`src/rtl/regfile_dump_reader_pkg.sv`:
```
// Shared types and defaults for the register file dump reader.
// REGDUMP_CHECKSUM_EN adds the trailing XOR-checksum word to the stream.
package regfile_dump_reader_pkg;

    localparam int DEF_DATA_W = 32;
    localparam int DEF_ADDR_W = 5;
    localparam int REG_COUNT  = 32;

    typedef enum logic [2:0] {
        ST_IDLE = 3'd0,
        ST_READ = 3'd1,
        ST_SEND = 3'd2,
        ST_DONE = 3'd3,
        ST_SUM  = 3'd4
    } dump_state_t;

endpackage

```
`src/rtl/regfile_dump_reader_if.sv`:
```
// Valid/ready stream carrying one register word per beat to the debug side.
// REGDUMP_CHECKSUM_EN adds out_is_sum to flag the checksum beat.
interface regfile_dump_reader_if
    import regfile_dump_reader_pkg::*;
#(
    parameter int DATA_W = DEF_DATA_W,
    parameter int ADDR_W = DEF_ADDR_W
);
    logic              out_valid;
    logic              out_ready;
    logic [ADDR_W-1:0] out_index;
    logic [DATA_W-1:0] out_data;
    logic              out_last;
`ifdef REGDUMP_CHECKSUM_EN
    logic              out_is_sum;

    modport master (output out_valid, out_index, out_data, out_last, out_is_sum, input out_ready);
    modport slave  (input out_valid, out_index, out_data, out_last, out_is_sum, output out_ready);
`else
    modport master (output out_valid, out_index, out_data, out_last, input out_ready);
    modport slave  (input out_valid, out_index, out_data, out_last, output out_ready);
`endif
endinterface

```
`src/rtl/regfile_dump_reader.sv`:
```
// Walks an inclusive (wrapping) register range and streams each value while holding the core.
// Optional trailing XOR checksum word is built when REGDUMP_CHECKSUM_EN is defined.
module regfile_dump_reader
    import regfile_dump_reader_pkg::*;
#(
    parameter int DATA_W = DEF_DATA_W,
    parameter int ADDR_W = DEF_ADDR_W
)
(
    input  logic              clk,
    input  logic              reset,
    input  logic              start,
    input  logic [ADDR_W-1:0] first_reg,
    input  logic [ADDR_W-1:0] last_reg,
    output logic              busy,
    output logic              done,
    output logic              rf_hold,
    output logic [ADDR_W-1:0] rf_read_reg,
    input  logic [DATA_W-1:0] rf_read_data,
    regfile_dump_reader_if.master out_if
);

    dump_state_t       state_r;
    logic [ADDR_W-1:0] ptr_r;
    logic [ADDR_W-1:0] end_r;
    logic              busy_r;
    logic              done_r;
    logic              out_valid_r;
    logic [ADDR_W-1:0] out_index_r;
    logic [DATA_W-1:0] out_data_r;
    logic              out_last_r;
`ifdef REGDUMP_CHECKSUM_EN
    logic [DATA_W-1:0] acc_r;
    logic              at_end_r;
    logic              out_is_sum_r;
`endif

    // The read pointer doubles as the read-port index so it is stable through READ and SEND.
    assign rf_read_reg      = ptr_r;
    assign busy             = busy_r;
    assign rf_hold          = busy_r;
    assign done             = done_r;
    assign out_if.out_valid = out_valid_r;
    assign out_if.out_index = out_index_r;
    assign out_if.out_data  = out_data_r;
    assign out_if.out_last  = out_last_r;
`ifdef REGDUMP_CHECKSUM_EN
    assign out_if.out_is_sum = out_is_sum_r;
`endif

    // Dump sequencer: all control and stream outputs are registered here.
    always_ff @(posedge clk) begin
        if (reset) begin
            state_r     <= ST_IDLE;
            ptr_r       <= {ADDR_W{1'b0}};
            end_r       <= {ADDR_W{1'b0}};
            busy_r      <= 1'b0;
            done_r      <= 1'b0;
            out_valid_r <= 1'b0;
            out_index_r <= {ADDR_W{1'b0}};
            out_data_r  <= {DATA_W{1'b0}};
            out_last_r  <= 1'b0;
`ifdef REGDUMP_CHECKSUM_EN
            acc_r        <= {DATA_W{1'b0}};
            at_end_r     <= 1'b0;
            out_is_sum_r <= 1'b0;
`endif
        end else begin
            case (state_r)
                ST_IDLE: begin
                    done_r <= 1'b0;
                    if (start) begin
                        ptr_r   <= first_reg;
                        end_r   <= last_reg;
                        busy_r  <= 1'b1;
                        state_r <= ST_READ;
`ifdef REGDUMP_CHECKSUM_EN
                        acc_r        <= {DATA_W{1'b0}};
                        out_is_sum_r <= 1'b0;
`endif
                    end else begin
                        state_r <= ST_IDLE;
                    end
                end
                ST_READ: begin
                    out_data_r  <= rf_read_data;
                    out_index_r <= ptr_r;
                    out_valid_r <= 1'b1;
`ifdef REGDUMP_CHECKSUM_EN
                    // In this build out_last belongs to the checksum beat only.
                    at_end_r   <= (ptr_r == end_r);
                    out_last_r <= 1'b0;
`else
                    out_last_r <= (ptr_r == end_r);
`endif
                    state_r <= ST_SEND;
                end
                ST_SEND: begin
                    if (out_valid_r && out_if.out_ready) begin
`ifdef REGDUMP_CHECKSUM_EN
                        if (at_end_r) begin
                            out_data_r   <= acc_r ^ out_data_r;
                            out_index_r  <= {ADDR_W{1'b0}};
                            out_is_sum_r <= 1'b1;
                            out_last_r   <= 1'b1;
                            out_valid_r  <= 1'b1;
                            state_r      <= ST_SUM;
                        end else begin
                            acc_r       <= acc_r ^ out_data_r;
                            ptr_r       <= ptr_r + ADDR_W'(1);
                            out_valid_r <= 1'b0;
                            state_r     <= ST_READ;
                        end
`else
                        out_valid_r <= 1'b0;
                        if (out_last_r) begin
                            busy_r  <= 1'b0;
                            done_r  <= 1'b1;
                            state_r <= ST_DONE;
                        end else begin
                            ptr_r   <= ptr_r + ADDR_W'(1);
                            state_r <= ST_READ;
                        end
`endif
                    end else begin
                        state_r <= ST_SEND;
                    end
                end
`ifdef REGDUMP_CHECKSUM_EN
                ST_SUM: begin
                    if (out_valid_r && out_if.out_ready) begin
                        out_valid_r <= 1'b0;
                        busy_r      <= 1'b0;
                        done_r      <= 1'b1;
                        state_r     <= ST_DONE;
                    end else begin
                        state_r <= ST_SUM;
                    end
                end
`endif
                ST_DONE: begin
                    done_r  <= 1'b0;
                    state_r <= ST_IDLE;
                end
                default: begin
                    busy_r      <= 1'b0;
                    done_r      <= 1'b0;
                    out_valid_r <= 1'b0;
                    state_r     <= ST_IDLE;
                end
            endcase
        end
    end

endmodule

```
`src/flat_wrapper.sv`:
```
// flat-port wrapper written by rule: the top's interface ports become plain ports
module regfile_dump_reader_flat import regfile_dump_reader_pkg::*;
#(
    parameter int DATA_W = DEF_DATA_W,
    parameter int ADDR_W = DEF_ADDR_W
)
  (clk, reset, start, first_reg, last_reg, busy, done, rf_hold, rf_read_reg, rf_read_data, out_if_out_valid, out_if_out_index, out_if_out_data, out_if_out_last, out_if_out_ready);
  regfile_dump_reader_if #(.DATA_W(DATA_W), .ADDR_W(ADDR_W)) out_if_i ();
  input  logic clk;
  input  logic reset;
  input  logic start;
  input  logic [ADDR_W-1:0] first_reg;
  input  logic [ADDR_W-1:0] last_reg;
  output logic busy;
  output logic done;
  output logic rf_hold;
  output logic [ADDR_W-1:0] rf_read_reg;
  input  logic [DATA_W-1:0] rf_read_data;
  output wire logic [$bits(out_if_i.out_valid)-1:0] out_if_out_valid;
  output wire logic [$bits(out_if_i.out_index)-1:0] out_if_out_index;
  output wire logic [$bits(out_if_i.out_data)-1:0] out_if_out_data;
  output wire logic [$bits(out_if_i.out_last)-1:0] out_if_out_last;
  input wire logic [$bits(out_if_i.out_ready)-1:0] out_if_out_ready;
  assign out_if_out_valid = out_if_i.out_valid;
  assign out_if_out_index = out_if_i.out_index;
  assign out_if_out_data = out_if_i.out_data;
  assign out_if_out_last = out_if_i.out_last;
  assign out_if_i.out_ready = out_if_out_ready;
  regfile_dump_reader #(.DATA_W(DATA_W), .ADDR_W(ADDR_W)) u_core (.clk(clk), .reset(reset), .start(start), .first_reg(first_reg), .last_reg(last_reg), .busy(busy), .done(done), .rf_hold(rf_hold), .rf_read_reg(rf_read_reg), .rf_read_data(rf_read_data), .out_if(out_if_i));
endmodule
```
`config.mk`:
```
export PLATFORM = sky130hd
export DESIGN_NAME = regfile_dump_reader_flat
export DESIGN_NICKNAME = d
export VERILOG_FILES = /design/src/rtl/regfile_dump_reader_pkg.sv /design/src/rtl/regfile_dump_reader_if.sv /design/src/rtl/regfile_dump_reader.sv /design/src/flat_wrapper.sv
export SDC_FILE = /design/constraint.sdc
export NUM_CORES = 1
export LEC_CHECK = 0
export ABC_CLOCK_PERIOD_IN_PS = 2970
export CORE_ASPECT_RATIO = 0.6
export CORE_MARGIN = 8
export CORE_UTILIZATION = 35
export DETAILED_ROUTE_END_ITERATION = 6
export HOLD_SLACK_MARGIN = 0.12
export PLACE_DENSITY = 0.66
export SLEW_MARGIN = 20
export SYNTH_ARGS = -nofsm -noshare
export SYNTH_HDL_FRONTEND = slang
export SYNTH_SLANG_ARGS = --single-unit
```
`constraint.sdc`:
```
create_clock -name clk -period 2.97 [get_ports clk]
set_input_delay 0.594 -clock clk [delete_from_list [all_inputs] [get_ports clk]]
set_output_delay 0.594 -clock clk [all_outputs]
set_load 0.005 [all_outputs]
```
==> metrics list, run 1 <==
- RSZ-0062 raised after global routing: no
* WS Path Type: reg -> out
- Summed over all failing endpoints, the final setup total negative slack is 0 ns.
* Post-synth net total: 285
- Proportion of power drawn by flip-flops and latches: 0.514
* Clock transition at the register clock pins on the worst setup and hold paths after CTS: roughly 0.090 ns
- Cell area after synthesis: 2260 sq um
* Portion of the clock cycle consumed by the worst path in the final layout: 0.687
* Net switching power figure: 0.387 mW
- All-layer global routing usage: 0.130
* Leading cell type in the layout, fill and taps excluded: clkdlybuf4s50_1
- Class of the tightest hold or removal check: reg -> reg
* CP Launch Type: register
- Of the cells placed in the final design, the portion with a size suffix greater than 1 is 0.0625.
- The number of antenna violations at the first check in global routing is 0.
- Width of the chip: 120 um
- Gpl congestion: 0.730
- Number of resized instances in the post-cts repair step: 0
- Peak Freq: a little under 500 MHz
* Yosys synthesis warning count: 0
- Layout overhead on the synthesized area: 46.9%
* Clock Sinks: 53
- On the worst path, the slowest cell contributes a delay of 0.59 ns.
* Largest area contributor in the synthesized netlist: dfxtp_1
* Starting density of the core: 0.366
- After detailed routing, the number of remaining DRC violations is 0.
- Summed over all layers, the routed wires come to 6030 um.
- Iteration-0 DRC Markers: 96
- Entering global routing, the biggest net connects 31 pins.
- The die covers 9360 sq um.
- After detailed placement, the design holds a cell count of 396.
- Measured against its own limit, the worst slew margin works out to 0.580.
- The max-slew violation total from the final report came to 0.
- Proportion of power drawn by combinational gates: 0.203
* Total clock buffers created by CTS: 5
* Post-Syn Instances: 232
- In this run the clock root is driven by a clkbuf_8.
- The tool flagged a number of max-cap violations equal to 0.
- The floorplan has 22 rows.
* Top flip-flop cell by instance count after synthesis: dfxtp_1
* Smallest hold slack: 0.461 ns
- Chip height: slightly below 80 um
- The clock passes through at most 2 buffers.
- Summed over all layers, the global routing overflow is 0.
- The worst setup path is captured at an output port.
- Clock latency on the worst-skew pair, taken at its later pin, is approximately 0.29 ns.
- P_leak: 1.22 nW
- Once detailed placement completed, the half-perimeter wirelength came to 4520 um.
- Max H-tree Level: 2
- Internal: about 1.1 mW
* Footprint of the flip-flops and latches: 1060 sq um
- Number of synthesized flops with an enable pin: 0
- TritonCTS built the clock tree.
* Number of nets still failing antenna checks after routing: 0
- Count of hold-fix buffers inserted at cts: 0
- Synth area leaders: dfxtp_1 47%, mux2i_1 17%, nor2_1 6.8%
* Yosys top cell area share: 0.470
* Flop2flop setup slack: 1.06 ns
- At the pin with the least slew margin, the transition time is approximately 0.63 ns.
- Summing all multi-input logic gate instances after layout gives between 1000 and 1500 sq um.
- Via count of the first global-routing pass: ~2000
- After synthesis, the mean cell area works out to 9.73 sq um.
* Post-CTS repair timing setup buffer count: 0
- The library cells used most frequently in the layout, excluding fill and tap cells, are 91 x clkdlybuf4s50_1, 53 x dfxtp_1, 41 x nor2_1, 38 x mux2i_1.
- Among all stages on the critical path, the largest delay is contributed by clkdlybuf4s50_1.
- Fraction of power spent switching nets: 0.252
- Along the worst path, the maximum fanout reaches 9.
* Arr. time, crit path: roughly 1.5 ns
- Count of distinct cell types in the synthesized netlist: 33
* Final worst path period need: approximately 2.0 ns
- Run status: complete, no violations
- Endpoints failing setup: 0
- The number of buffers and inverters on the critical path is 1.
* Post-route non-filler standard cell count: 404
- Mean routed wirelength per cell: 14.9 um
- Router iterations before antenna repair: 4
- Synthesis inferred 53 register bits.
* Critical-path cell list: clkdlybuf4s50_1
- For the final database, setup skew stands at 0.00392 ns.
- Diode count: 0
* IO buf count: 92
- Register area share after synthesis: 0.470
* Vias per std cell: 4.72
- Routed vias: 1906
- Number of failing hold endpoints at the final stage: 0
- VDD IR max: 0.247 mV
* Area of the placeable core: 6170 sq um
- In this run the count of I/O pins placed on the die edge is 93.
- In the synthesized netlist the async set-or-reset flop fraction comes to 0.
- Fill cells: roughly 580
- Cell class contributing the biggest share of worst-path delay: buffers and inverters
- The register with the most flip-flops in the layout has 32 of them.
- Net count reported at finish: approximately 370
* Part of the power in the clock network: 0.283
- Pwr/cell area: 463 nW/um^2
- Crit path required time: 2.38 ns
* Wire length of the first global-routing pass: around 9900 um
[per-layer routing]
metal  wire (um)  global-route usage  up-vias
li1            -                   -      959
met1        2870               0.160      879
met2        2430               0.188       66
met3         695              0.0757        2
met4          30              0.0372        0
met5           0                   0        -
[cells in the mapped netlist, drive strengths merged (2+ instances only)]
| cell type | instances |
|---|---|
| mux2i | 39 |
| nand2 | 12 |
| dfxtp | 53 |
| nor2b | 3 |
| a31oi | 3 |
| and2b | 2 |
| xor2 | 2 |
| buf | 11 |
| o22ai | 2 |
| o21ai | 4 |
| a21bo | 3 |
| nand3 | 8 |
| a21oi | 13 |
| nor3b | 3 |
| inv | 10 |
| a2111oi | 2 |
| ha | 7 |
| nor2 | 41 |
| a211oi | 3 |
| clkbuf | 4 |
[stage by stage]
| stage | utilization | power, mW | setup slack [ns] | instance area [sq um] |
|---|---|---|---|---|
| final | 0.538 | 1.53 | 0.929 | 3320 |
| after global routing | 0.538 | 1.62 | 0.884 | 3320 |
| after CTS | 0.538 | 1.56 | 0.920 | 3320 |
| after detailed placement | 0.522 | 1.12 | 0.920 | 3220 |
| after global placement | 0.522 | 1.11 | 0.934 | 3220 |
| after floorplan | - | 0.956 | 1.47 | 2260 |
[power by group through the flow]
stage	Clock (mW)	Sequential [mW]	Combinational (mW)
2_1_floorplan	0	0.799	0.157
3_3_place_gp	0	0.803	0.310
3_5_place_dp	0	0.805	0.314
4_1_cts	0.456	0.789	0.316
5_1_grt	0.483	0.797	0.341
6_report	0.434	0.789	0.311
[final timing paths]
path,startpoint,end,depth (start not counted)
setup reg to reg,u_core.state_r[0]$_SDFF_PP0_,u_core.busy$_SDFFE_PP0P_,6
setup / recovery,u_core.rf_read_reg[0]$_SDFFE_PP0P_,rf_read_reg[0],1
hold / removal,u_core.end_r[1]$_SDFFE_PP0P_,u_core.end_r[1]$_SDFFE_PP0P_,2
hold reg to reg,u_core.end_r[1]$_SDFFE_PP0P_,u_core.end_r[1]$_SDFFE_PP0P_,2
[layout make-up]
cell class,count,area share
timing repair buffer,95,0.283
sequential,53,0.320
clock inverter,1,0.00151
clock buffer,7,0.0290
tap,84,0.0317
inverter,10,0.0113
multi-input combinational,154,0.324
[cell families (layout without fill, tap and decap cells)]
family / count (synthesis) / after routing / share of synthesized area
XOR/XNOR: 2 / 2 / 0.00776
AO/OA/AOI/OAI: 33 / 33 / 0.107
adder cells (fa/ha/maj): 7 / 7 / 0.0388
flip-flops: 53 / 53 / 0.470
multiplexers: 39 / 39 / 0.175
AND/OR/NAND/NOR: 73 / 73 / 0.146
buffers and inverters: 25 / 113 / 0.0560
Note: power is estimated with default switching activity, not from simulation.
==> run 2, diff against run 1 <==
--- a/config.mk
+++ b/config.mk
@@ -5,7 +5,7 @@
 export SDC_FILE = /design/constraint.sdc
 export NUM_CORES = 1
 export LEC_CHECK = 0
-export ABC_CLOCK_PERIOD_IN_PS = 2970
+export ABC_CLOCK_PERIOD_IN_PS = 2000
 export CORE_ASPECT_RATIO = 0.6
 export CORE_MARGIN = 8
 export CORE_UTILIZATION = 35
==> constraint.sdc (replaced) <==
create_clock -name clk -period 2 [get_ports clk]
set_input_delay 0.4 -clock clk [delete_from_list [all_inputs] [get_ports clk]]
set_output_delay 0.4 -clock clk [all_outputs]
set_load 0.005 [all_outputs]
==> run 2 against run 1 <==
  * Highest routed layer unchanged
  * Clock skew grew 0.0054 ns
  * Via count is 1.7% higher
  * Largest cell class unchanged
  * Largest power group unchanged
  * Global-route usage grew 0.22 points
  * Clock power up 74%
  * Combinational power grew 56%
  * Worst setup slack worse by 0.75 ns
==> metrics list, run 2 (synthesis gave the netlist of run 1 again) <==
* Post-CTS repair timing setup buffer count: 0 (unchanged)
* Number of max-slew violations in the final report: 0 (unchanged)
- Busiest layer in global routing: met2
- Final standard cell area without fillers: 3400 sq um (+2.5%)
- The number of global-route vias before repair came to 1940 (-2.5%).
- The overall die width is 120 um (unchanged).
* VDD IR max: 0.306 mV (+24%)
* # placed instances: 400 (+1.0%)
* Sum of negative setup slack: 0 ns (unchanged)
- The number of flip-flops in the largest register was 32 (unchanged).
- The final-stage net count is 376 (+1.1%).
- The longest individual stage delay on the worst path is 0.58 ns (about the same).
- The number of buffers inserted during clock tree synthesis came to 5 (unchanged).
- Router iterations before antenna repair: 4 (unchanged)
* Worst-case headroom to the max-slew limit: 0.708 (+0.128)
- The global route total overflow is 0 (unchanged).
- CTS placed an instance of clkbuf_8 at the clock tree root.
- Crit path buffers/inverters: 1 (unchanged)
* Worst Tran Pin Value: 0.438 ns (-0.192 ns)
- The worst hold path begins at u_core.end_r[1]$_SDFFE_PP0P_.
* Peak Freq: 548 MHz
* Reg-to-Reg Start: u_core.state_r[0]$_SDFF_PP0_
- The number of clock sinks is 53 (unchanged).
- Setup repair after global routing left no endpoint under its margin.
- The count of boundary I/O pins was 93 (unchanged).
- Worst Skew: 0.00935 ns (+0.00544 ns)
- Area of the placeable core: 6170 sq um (unchanged)
* Arr. time, crit path: 1.42 ns (-0.03 ns)
* Fill cells: 579 (+0.52%)
* Worst reg2reg path depth: 6 (unchanged)
* Routed vias: 1939 (+1.7%)
* GR Layer Usage met2: 0.178 (-0.00944)
* Combined area of the multi-input logic cells: 1070 sq um (unchanged)
* Number of resized instances in the post-cts repair step: 0 (unchanged)
- The number of rows in the core area came to 22 (unchanged).
- The share of the core filled with cells in the final layout is 0.551 (+0.0134).
- Largest fanout on the critical path: 9 (unchanged)
- The final weighted congestion of routability-driven global placement is 0.715 (-2.1%).
- STA classifies the critical path endpoint as an output port.
- The number of antenna violations at the first check in global routing came to 0 (unchanged).
- Power after layout: 2.41 mW (+57%)
- The clock slew seen by the registers of the worst setup and hold paths is 0.10 ns (about the same).
- Endpoints failing setup: 0 (unchanged)
- Final worst path period need: 1.82 ns
* Worst reg2reg path endpoint: u_core.busy$_SDFFE_PP0P_
- Crit path required time: 1.60 ns (-0.78 ns)
- Layout overhead on the synthesized area: 50.5%
- The cell area after placement came to 3280 sq um (+2.1%).
- The initial DRC count was 117 (+22%).
* Leading cell type in the layout, fill and taps excluded: clkdlybuf4s50_1
- Cell with the biggest individual delay on the critical path: clkdlybuf4s50_1
* TritonCTS clock tree: done
* Cell class contributing the biggest share of worst-path delay: buffers and inverters
* Maximum number of pins on one net before global-route repair: 40 (+29%)
* Flop2flop setup slack: 0.33 ns (-0.73 ns)
- Run status: complete, no violations
- Count of hold-fix buffers inserted at cts: 0 (unchanged)
- The path with the worst hold slack has its endpoint at u_core.end_r[1]$_SDFFE_PP0P_.
* IO buf count: 92 (unchanged)
- Post-route non-filler standard cell count: 408 (+0.99%)
- Fraction of layout cells with a size suffix above 1: 0.0710 (+0.00849)
- The count of final hold-check violations is 0 (unchanged).
* Routed wire length: 6140 um (+1.8%)
- The global-route wire length before repair was 10100 um (+1.0%).
- The source-to-sink clock delay at the later pin of the worst-skew pair was 0.31 ns (+0.02 ns).
* Number of design rule violations left after detail routing: 0 (unchanged)
- The average wire length per cell after detail routing is 15.0 um (+0.83%).
- GR met3 Demand/Resource: 0.0800 (+0.00429)
- The vertical die dimension came to 78.2 um (unchanged).
* Pwr/cell area: 709 nW/um^2 (+53%)
- The smallest setup slack after layout was 0.176 ns (-0.753 ns).
- The sequential cell area came to 1060 sq um (unchanged).
- The total global-route track usage was 0.132 (+0.00224).
- Critical-path cell list: clkdlybuf4s50_1
- The max capacitance violation total is 0 (unchanged).
- Most frequent cells in the layout: 91 x clkdlybuf4s50_1, 53 x dfxtp_1, 41 x nor2_1, 38 x mux2i_1
- Starting density of the core: 0.366 (unchanged)
- The antenna diode instance count is 0 (unchanged).
- Max H-tree Level: 2 (unchanged)
- By startpoint and endpoint, the worst setup path is classified as reg -> out.
* CP Launch Type: register
* Smallest hold slack: 0.462 ns (+0.00192 ns)
* Clock Tree Buf Depth: 2 (unchanged)
* Number of nets still failing antenna checks after routing: 0 (unchanged)
- Worst-case setup slack after placement: 0.117 ns (-0.803 ns)
- DP Wirelength: 4510 um (-0.39%)
- The global routing met1 resource utilization came to 0.168 (+0.00831).
- Portion of the clock cycle consumed by the worst path in the final layout: 0.912
* P_leak: 1.26 nW (+2.8%)
* Vias per std cell: 4.75 (+0.73%)
* Class of the tightest hold or removal check: reg -> reg
- The worst hold path depth is 2 (unchanged).
- The area of the die is 9360 sq um (unchanged).
-- run 2: changes by cell type in the layout (fill, tap and decap cells not counted) --
| cell | previous run | this run |
|---|---|---|
| bufinv_16 | 0 | 1 |
| clkbuf_1 | 0 | 1 |
| buf_4 | 3 | 4 |
| clkbuf_8 | 7 | 6 |
| buf_12 | 0 | 3 |
| clkinv_2 | 1 | 0 |
-- run 2: worst register-to-register path, cell delays in order (launching register included) --
cell       delay (ns)
dfxtp_1          0.39
inv_1            0.13
ha_1             0.22
nor2b_1          0.16
a2111oi_2        0.42
and2b_1          0.19
nor3_2           0.04
-- run 2: layout make-up --
class | count | share of cell area
Sequential cell | 53 | 0.312
Inverter | 10 | 0.0110
Clock buffer | 7 | 0.0254
Tap cell | 84 | 0.0309
Timing Repair Buffer | 99 | 0.296
Clock inverter | 1 | 0.00883
Multi-Input combinational cell | 154 | 0.316
-- run 2: worst max-delay path by stage --
stage / from / end / slack (ns) / cells past startpoint
5_1_grt: u_core.rf_read_reg[0]$_SDFFE_PP0P_ / rf_read_reg[0] / 0.09 / 1
2_1_floorplan: u_core.state_r[0]$_SDFF_PP0_ / u_core.busy$_SDFFE_PP0P_ / 0.50 / 6
4_1_cts: u_core.rf_read_reg[0]$_SDFFE_PP0P_ / rf_read_reg[0] / 0.15 / 1
3_3_place_gp: out_if_out_ready / u_core.busy$_SDFFE_PP0P_ / 0.17 / 5
3_5_place_dp: out_if_out_ready / u_core.busy$_SDFFE_PP0P_ / 0.12 / 5
6_report: u_core.rf_read_reg[0]$_SDFFE_PP0P_ / rf_read_reg[0] / 0.18 / 1
-- run 2: layer usage --
metal,vias up,share of wire,wire (um)
met5,-,0,0
met3,7,0.13,796
met4,0,0.012,73
met2,64,0.39,2390
li1,973,-,-
met1,895,0.47,2880
-- run 2: power breakdown --
part | switching (mW) | internal (mW)
logic | 0.194 | 0.292
clock network | 0.346 | 0.409
registers | 0.0530 | 1.12
